## src/rtl/serial_add_pkg.sv

```systemverilog
// Shared types and sizing helpers for the digit-serial adder.
// Pure declarations; no logic.
// No handshake of its own.
package serial_add_pkg;

    localparam int DIGIT_DEFAULT = 2;

    typedef enum logic [1:0] {
        IDLE = 2'd0,
        RUN  = 2'd1,
        DONE = 2'd2
    } sa_state_t;

    // Number of digit steps needed to cover a word.
    function automatic int n_digits(input int width, input int digit = DIGIT_DEFAULT);
        return width / digit;
    endfunction

endpackage

```

## src/rtl/serial_digit_add.sv

```systemverilog
// DIGIT-bit combinational adder with carry in/out; the only arithmetic in the block.
// Latency: zero cycles (purely combinational).
// Backpressure: none, the result follows the inputs.
module serial_digit_add #(
    parameter int DIGIT = serial_add_pkg::DIGIT_DEFAULT
) (
    input  logic [DIGIT-1:0] a,
    input  logic [DIGIT-1:0] b,
    input  logic             cin,
    output logic [DIGIT-1:0] s,
    output logic             cout
);

    assign {cout, s} = {1'b0, a} + {1'b0, b} + {{DIGIT{1'b0}}, cin};

endmodule

```

## src/rtl/serial_add_ctrl.sv

```systemverilog
// Digit-serial WIDTH-bit adder, LSB digit first; SERIAL_ADD_SUB_EN adds an in_sub (A-B) mode.
// Latency: out_valid rises N = WIDTH/DIGIT cycles after the accepting edge.
// Backpressure: result held while out_ready is low; in_ready only returns after the result handshake.
module serial_add_ctrl
    import serial_add_pkg::*;
#(
    parameter int WIDTH = 8,
    parameter int DIGIT = DIGIT_DEFAULT
) (
    input  logic             clk,
    input  logic             rst,
    input  logic             in_valid,
    output logic             in_ready,
    input  logic [WIDTH-1:0] in_a,
    input  logic [WIDTH-1:0] in_b,
    input  logic             in_cin,
`ifdef SERIAL_ADD_SUB_EN
    input  logic             in_sub,
`endif
    output logic             out_valid,
    input  logic             out_ready,
    output logic [WIDTH-1:0] out_sum,
    output logic             out_cout,
    output logic             busy
);

    localparam int N  = n_digits(WIDTH, DIGIT);
    localparam int CW = (N > 1) ? $clog2(N) : 1;

    sa_state_t         state;
    logic [WIDTH-1:0]  a_sr;
    logic [WIDTH-1:0]  b_sr;
    logic              carry;
    logic [CW-1:0]     cnt;

    logic [DIGIT-1:0]  d_sum;
    logic              d_cout;
    logic [WIDTH-1:0]  sum_next;
    logic [WIDTH-1:0]  b_load;
    logic              carry_load;
    logic              last_digit;

    serial_digit_add #(
        .DIGIT (DIGIT)
    ) u_digit_add (
        .a    (a_sr[DIGIT-1:0]),
        .b    (b_sr[DIGIT-1:0]),
        .cin  (carry),
        .s    (d_sum),
        .cout (d_cout)
    );

    // out_sum doubles as the sum shift register; new digits enter at the MSB end.
    generate
        if (WIDTH > DIGIT) begin : g_multi
            assign sum_next = {d_sum, out_sum[WIDTH-1:DIGIT]};
        end else begin : g_single
            assign sum_next = d_sum;
        end
    endgenerate

`ifdef SERIAL_ADD_SUB_EN
    // Subtraction as A + ~B + 1; a final carry of 1 means no borrow.
    assign b_load     = in_sub ? ~in_b : in_b;
    assign carry_load = in_sub ? 1'b1  : in_cin;
`else
    assign b_load     = in_b;
    assign carry_load = in_cin;
`endif

    assign last_digit = (cnt == CW'(N - 1));

    always_ff @(posedge clk) begin
        if (rst) begin
            state     <= IDLE;
            a_sr      <= '0;
            b_sr      <= '0;
            carry     <= 1'b0;
            cnt       <= '0;
            in_ready  <= 1'b1;
            out_valid <= 1'b0;
            out_sum   <= '0;
            out_cout  <= 1'b0;
            busy      <= 1'b0;
        end else begin
            case (state)
                IDLE: begin
                    if (in_valid && in_ready) begin
                        a_sr     <= in_a;
                        b_sr     <= b_load;
                        carry    <= carry_load;
                        cnt      <= '0;
                        in_ready <= 1'b0;
                        busy     <= 1'b1;
                        state    <= RUN;
                    end
                end
                RUN: begin
                    a_sr    <= a_sr >> DIGIT;
                    b_sr    <= b_sr >> DIGIT;
                    out_sum <= sum_next;
                    carry   <= d_cout;
                    cnt     <= cnt + 1'b1;
                    if (last_digit) begin
                        out_cout  <= d_cout;
                        out_valid <= 1'b1;
                        state     <= DONE;
                    end
                end
                DONE: begin
                    // No same-cycle re-accept: in_ready rises only after the result leaves.
                    if (out_ready) begin
                        out_valid <= 1'b0;
                        busy      <= 1'b0;
                        in_ready  <= 1'b1;
                        state     <= IDLE;
                    end
                end
                default: begin
                    state     <= IDLE;
                    in_ready  <= 1'b1;
                    out_valid <= 1'b0;
                    busy      <= 1'b0;
                end
            endcase
        end
    end

endmodule

```

## config.mk

```make
export PLATFORM = sky130hd
export DESIGN_NAME = serial_add_ctrl
export DESIGN_NICKNAME = d
export VERILOG_FILES = /design/src/rtl/serial_add_pkg.sv /design/src/rtl/serial_digit_add.sv /design/src/rtl/serial_add_ctrl.sv
export SDC_FILE = /design/constraint.sdc
export NUM_CORES = 1
export LEC_CHECK = 0
export ABC_CLOCK_PERIOD_IN_PS = 2850
export CORE_MARGIN = 2
export CORE_UTILIZATION = 51
export DETAILED_ROUTE_END_ITERATION = 10
export GPL_ROUTABILITY_DRIVEN = 1
export PLACE_DENSITY = 0.82
export SYNTH_ARGS = -nofsm -noshare
export SYNTH_HDL_FRONTEND = slang
export SYNTH_SLANG_ARGS = --single-unit
```

## constraint.sdc

```tcl
create_clock -name clk -period 2.85 [get_ports clk]
set_input_delay 0.57 -clock clk [delete_from_list [all_inputs] [get_ports clk]]
set_output_delay 0.57 -clock clk [all_outputs]
set_load 0.1 [all_outputs]
```

# ---- Word level (Yosys, flattened, before mapping)
# Cells that the tools add are included.
dict set report totals {
  ff_bits 33
  latchBits 0
  mem_bits_rw 0
  mem_bits_ro 0
  in_bits 21
  output_inout_bits 12
  n_memories 0
}
dict set report op_classes {
  n_addsub 3
  mul 0
  div_mod_pow 0
  order_cmp 0
  eq_ne 6
  shift 0
  mux 20
  bitwise 2
  n_reduce_logical 8
}
# cell n
set op_table {}
lappend op_table {{one-hot mux 8 bit (2 select lines)} 2}
lappend op_table {{2-to-1 mux 8 bit} 2}
lappend op_table {{one-hot mux 1 bit (3 select lines)} 3}
lappend op_table {{AND reduction 3 bit} 3}
lappend op_table {{2-to-1 mux 2 bit} 4}
lappend op_table {{2-to-1 mux 1 bit} 6}
lappend op_table {{inequality test 2 bit (second input constant)} 3}
lappend op_table {{one-hot mux 2 bit (3 select lines)} 1}
lappend op_table {{equality test 2 bit (second input constant)} 2}
lappend op_table {{one-hot mux 2 bit (2 select lines)} 1}
lappend op_table {{AND reduction 2 bit} 2}
lappend op_table {{adder 2 x 2 -> 3 bit} 1}
lappend op_table {{adder 3 x 1 -> 3 bit} 1}
lappend op_table {{adder 2 x 1 -> 2 bit (second input constant)} 1}
lappend op_table {{equality test 2 x 1 -> 1 bit (second input constant)} 1}
lappend op_table {{logical NOT 2 bit} 1}
lappend op_table {{inverter 1 bit} 2}
lappend op_table {{one-hot mux 1 bit (2 select lines)} 1}
lappend op_table {{nonzero test 2 bit} 1}
lappend op_table {{logical AND 1 bit} 1}

# ---- Depth between registers and ports, before layout
dict set report depth {
  ltp_word 3
  mapped_depth 6
}

# ---- Modules after synthesis
# A second synthesis with hierarchy kept.
dict set report unflattened {
  hier_cells 183
  area_unflattened_um2 1570.3
}
# mod instances cells_each area_per_inst_um2
set by_module_without_submodules {}
lappend by_module_without_submodules {serial_add_ctrl 1 173 1500.2}
lappend by_module_without_submodules {serial_digit_add 1 10 70.1}

# ---- Worst setup path before layout
# Ideal clock, no wire load.
dict set report synth_timing {
  path_kind {reg2reg}
  start {register in_ready}
  end {register a_sr[7]}
  setup_time_ps 131
  t_arrival_ps 1766
  required_time_ps 2719
  slack_ps 953
  stages_incl_launch_ff 6
  n_path_buf 2
  synth_period_minus_slack_ps 1897
  cell_sequence {dfxtp_1 -> and3b_1 -> buf_2 -> buf_6 -> mux2i_1 -> nor3_1}
}
dict set report synth_via {
  elab_chain_cells 3
}
# element line_no
set synth_lines {}
lappend synth_lines {{start: declaration} serial_add_ctrl.sv:13} ;# output logic in_ready,
lappend synth_lines {{start signal: assignment} serial_add_ctrl.sv:80} ;# in_ready <= 1'b1;
lappend synth_lines {{start signal: assignment} serial_add_ctrl.sv:93} ;# in_ready <= 1'b0;
lappend synth_lines {{start signal: assignment} serial_add_ctrl.sv:115} ;# in_ready <= 1'b1;
lappend synth_lines {{logical AND 1 bit} serial_add_ctrl.sv:88} ;# if (in_valid && in_ready) begin
lappend synth_lines {{inequality test 2 bit (no source line)} --}
lappend synth_lines {{AND reduction 2 bit (no source line)} --}
lappend synth_lines {{end signal: assignment} serial_add_ctrl.sv:89} ;# a_sr <= in_a;
lappend synth_lines {{end signal: assignment} serial_add_ctrl.sv:99} ;# a_sr <= a_sr >> DIGIT;
lappend synth_lines {{end: declaration} serial_add_ctrl.sv:31} ;# logic [WIDTH-1:0] a_sr;
# No other way between the ends.
# A chain may end at the register's enable or synchronous reset.

# ---- Final worst setup path
dict set report layout_timing {
  start {input in_valid}
  end {register a_sr[4]}
}
dict set report layout_via {
  elab_chain_cells 3
}
# element line_no
set layout_lines {}
lappend layout_lines {{start: declaration} serial_add_ctrl.sv:12} ;# input logic in_valid,
lappend layout_lines {{logical AND 1 bit} serial_add_ctrl.sv:88}
lappend layout_lines {{inequality test 2 bit (no source line)} --}
lappend layout_lines {{AND reduction 2 bit (no source line)} --}
# No other way between the ends.

==> flow_summary.yaml <==
yosys:
  yosys.area_share.simple_pct: 23.5
  synth_fa_ha_area_share_pct: 3.64
  syn_inst: 169
  yosys-top-cells-area: "dfxtp_1 46%, nand2_1 11%, a311oi_1 7.9%, nor3_1 5.5%, a21oi_1 4.9%"
  synth_top_family_by_area: "simple AND/OR/NAND/NOR gates"
  netlist.area_leader.share_pct: 45.8
  synth_nets: 193
  yosys-mux-area-fraction_pct: 2.86
  yosysWarnings: 0
  syn_area_um2: 1440
  synth_xor_area_share_pct: 0
  synth_compound_area_share_pct: 17.0
  ys_seq_elements: 33
  postSynthAreaPerCell_um2: 8.54
  yosysSeqAreaShare_pct: 45.8
  synth_area_leader_cell: "dfxtp_1"
  synth_cell_type_count: 26
grt:
  grt_usage_pct: 21.2
  grt_pass1_vias: 1252
  grt.overflow.total: 0
  antenna_found_initial: 0
  grt_pass1_wl_um: 5380
  grt_max_degree: 43
sta:
  final.min_clock_period_ps: 1810
  max_slew_margin_pct: 60.0
  setup_viol: 0
  fmax_ghz: 0.553
  clock_skew_ps: 4.63
  hold_violations: 0
  rsz0062_at_grt: "false"
  period_share_pct: 63.4
  tns_ps: 0
  slew_violations: 0
  worst_pin_slew_ps: 600
drt:
  drc: 0
  postRouteAntennaNets: 0
  via_per_inst: 5.61
  drt_iter0_markers: 37
  firstDrtPassIters: 4
  drt_wl_total_um: 3050
  wl_per_cell_um: 13.4
  num_vias: 1280
pwr:
  leakage_nw: 0.674
  p_clk_share_pct: 28.3
  max-vdd-ir-drop_mv: 0.464
  seqPwrFrac_pct: 49.6
  internal-power_uw: 726
  swShare_pct: 30.9
  cellPowerDensity_nw_per_um2: 590
  finalPower_mw: 1.05
  p_switching_uw: 324
  p_comb_share_pct: 22.1
die:
  num_rows: 19
  dieArea_um2: 3270
  core_um2: 2730
  io_pins: 33
  start_util_pct: 52.8
  die_w_um: 57.2
  fp.dieH_um: 57.2
setup_path:
  r2r_cells: 5
  slowest_stage: "and3b_1"
  r2r_setup_slack_ps: 1140
  endpoint_kind: "flop"
  cp_cell_sequence: "clkdlybuf4s50_1 > and3b_1 > nor3_1 > a311oi_1"
  r2r-start: "a_sr[0]"
  critPathLaunchType: "primary input"
  crit_arrival_ps: 2050
  critPathKind: "in2reg"
  cp.required_ps: 3090
  critPathMaxStageDelay_ps: 570
  critPathMaxFanout: 15
  reg2reg_to: "carry"
  path_buf_inv: 1
  path_delay_family: "simple AND/OR/NAND/NOR gates"
placed_design:
  hpwl_um: 2080
  gp_congestion: 0.709
  portBuffers: 32
  dp.cells: 220
clocking:
  cts_buffer_depth: 2
  cts_made_buffers: 5
  cts-htree-levels: 2
  cts_sinks: 33
  cts_tree: "built"
  cts_root_buffer: "clkbuf_4"
  post-cts-setup-buffer-count: 0
  clkTransAtPathRegs_ps: 100
  clk_latency_ps: 330
  hold_buffers: 0
  cts-resized-gates: 0
worst_hold_path:
  holdPathStages: 2
  hp-class: "reg2reg"
  hp-start: "out_sum[0]"
  worstHoldEndpoint: "out_sum[0]"
final_layout:
  final_nets: 220
  area_delta_synth_final_pct: 23.4
  finalNonFillerCells: 228
  num_antenna_cells: 0
  layout_commonest_cell: "nand2_1"
  utilization_pct: 65.2
  layout-drive-gt1-share_pct: 14.2
  final_cell_mix: "42 x nand2_1, 33 x dfxtp_1, 20 x clkdlybuf4s50_1"
flow_run:
  drv_cap: 0
status:
  status: "finished clean"
==> cell usage after synthesis, drive strengths merged <==
master / instances
clkbuf: 4
nand2b: 3
nand3b: 2
inv: 5
ha: 1
dfxtp: 33
nand2: 42
nor2b: 2
o21ai: 1
fa: 2
o32ai: 1
and3b: 2
a211oi: 2
o21ba: 1
mux2i: 3
mux2: 1
a21oi: 14
a311oi: 13
nor2: 3
buf: 11
nor3: 16
or2: 1
nand3: 4
o21bai: 2
==> metal layers <==
| layer | routed length, um | share of wire [%] | vias up | GRT usage, % |
|---|---|---|---|---|
| li1 | - | - | 641 | - |
| met1 | 1300 | 43 | 599 | 24.1 |
| met2 | 1550 | 51 | 36 | 35.6 |
| met3 | 167 | 5.5 | 4 | 7.94 |
| met4 | 26 | 0.85 | 0 | 9.30 |
| met5 | 0 | 0 | - | 0 |
==> worst min-delay path: stages, from the launching register on <==
cell     delay [ps]
dfxtp_1         320
nand2_1          50
a21oi_1          50
==> worst max path at each step <==
stage               startpoint      end  slack (ps)  depth (start not counted)
detailed placement    in_valid  a_sr[0]         690                          4
CTS                   in_valid  a_sr[2]        1040                          4
finish                in_valid  a_sr[4]        1040                          4
floorplan             in_ready  a_sr[7]         950                          5
global placement      in_valid  b_sr[0]         770                          4
global route          in_valid  a_sr[4]         890                          4
==> per-stage QoR <==
stage / instance area (um^2) / hold slack [ps] / setup slack, ps
floorplan: 1440 / 444 / 953
global placement: 1710 / 445 / 772
detailed placement: 1710 / 457 / 692
CTS: 1780 / 472 / 1040
global route: 1780 / 496 / 888
finish: 1780 / 468 / 1040
==> kinds of logic (layout without fill, tap and decap cells) <==
| group | count (synthesis) | in the layout |
|---|---|---|
| and+or+nand+nor | 75 | 75 |
| buffers and inverters | 20 | 48 |
| muxes | 4 | 4 |
| AOI/OAI and AO/OA | 34 | 34 |
| adders and majority gates | 3 | 3 |
| DFF | 33 | 33 |
==> state kept, by name, indices dropped and copies added (netlist names) <==
name / cells
state: 2
b_sr: 8
busy: 1
carry: 1
a_sr: 8
out_sum: 8
cnt: 2
in_ready: 1
out_cout: 1
out_valid: 1
==> power by group through the flow <==
stage               clock, mW  sequential [mW]  combinational, mW
finish                  0.297            0.521              0.232
global placement            0            0.529              0.227
floorplan                   0            0.578              0.128
global route            0.329            0.526              0.255
detailed placement          0            0.531              0.234
CTS                     0.307            0.521              0.235
==> final cells by class <==
cell class                 instances  area (um^2)
fill                             231          952
tap                               31         38.8
clock buffer                       7         65.1
multi-input combinational        116          681
sequential                        33          661
inverter                           5         18.8
timing repair buffer              35          313
clock inverter                     1         5.00
No activity file was read; power rests on OpenSTA's default activity.
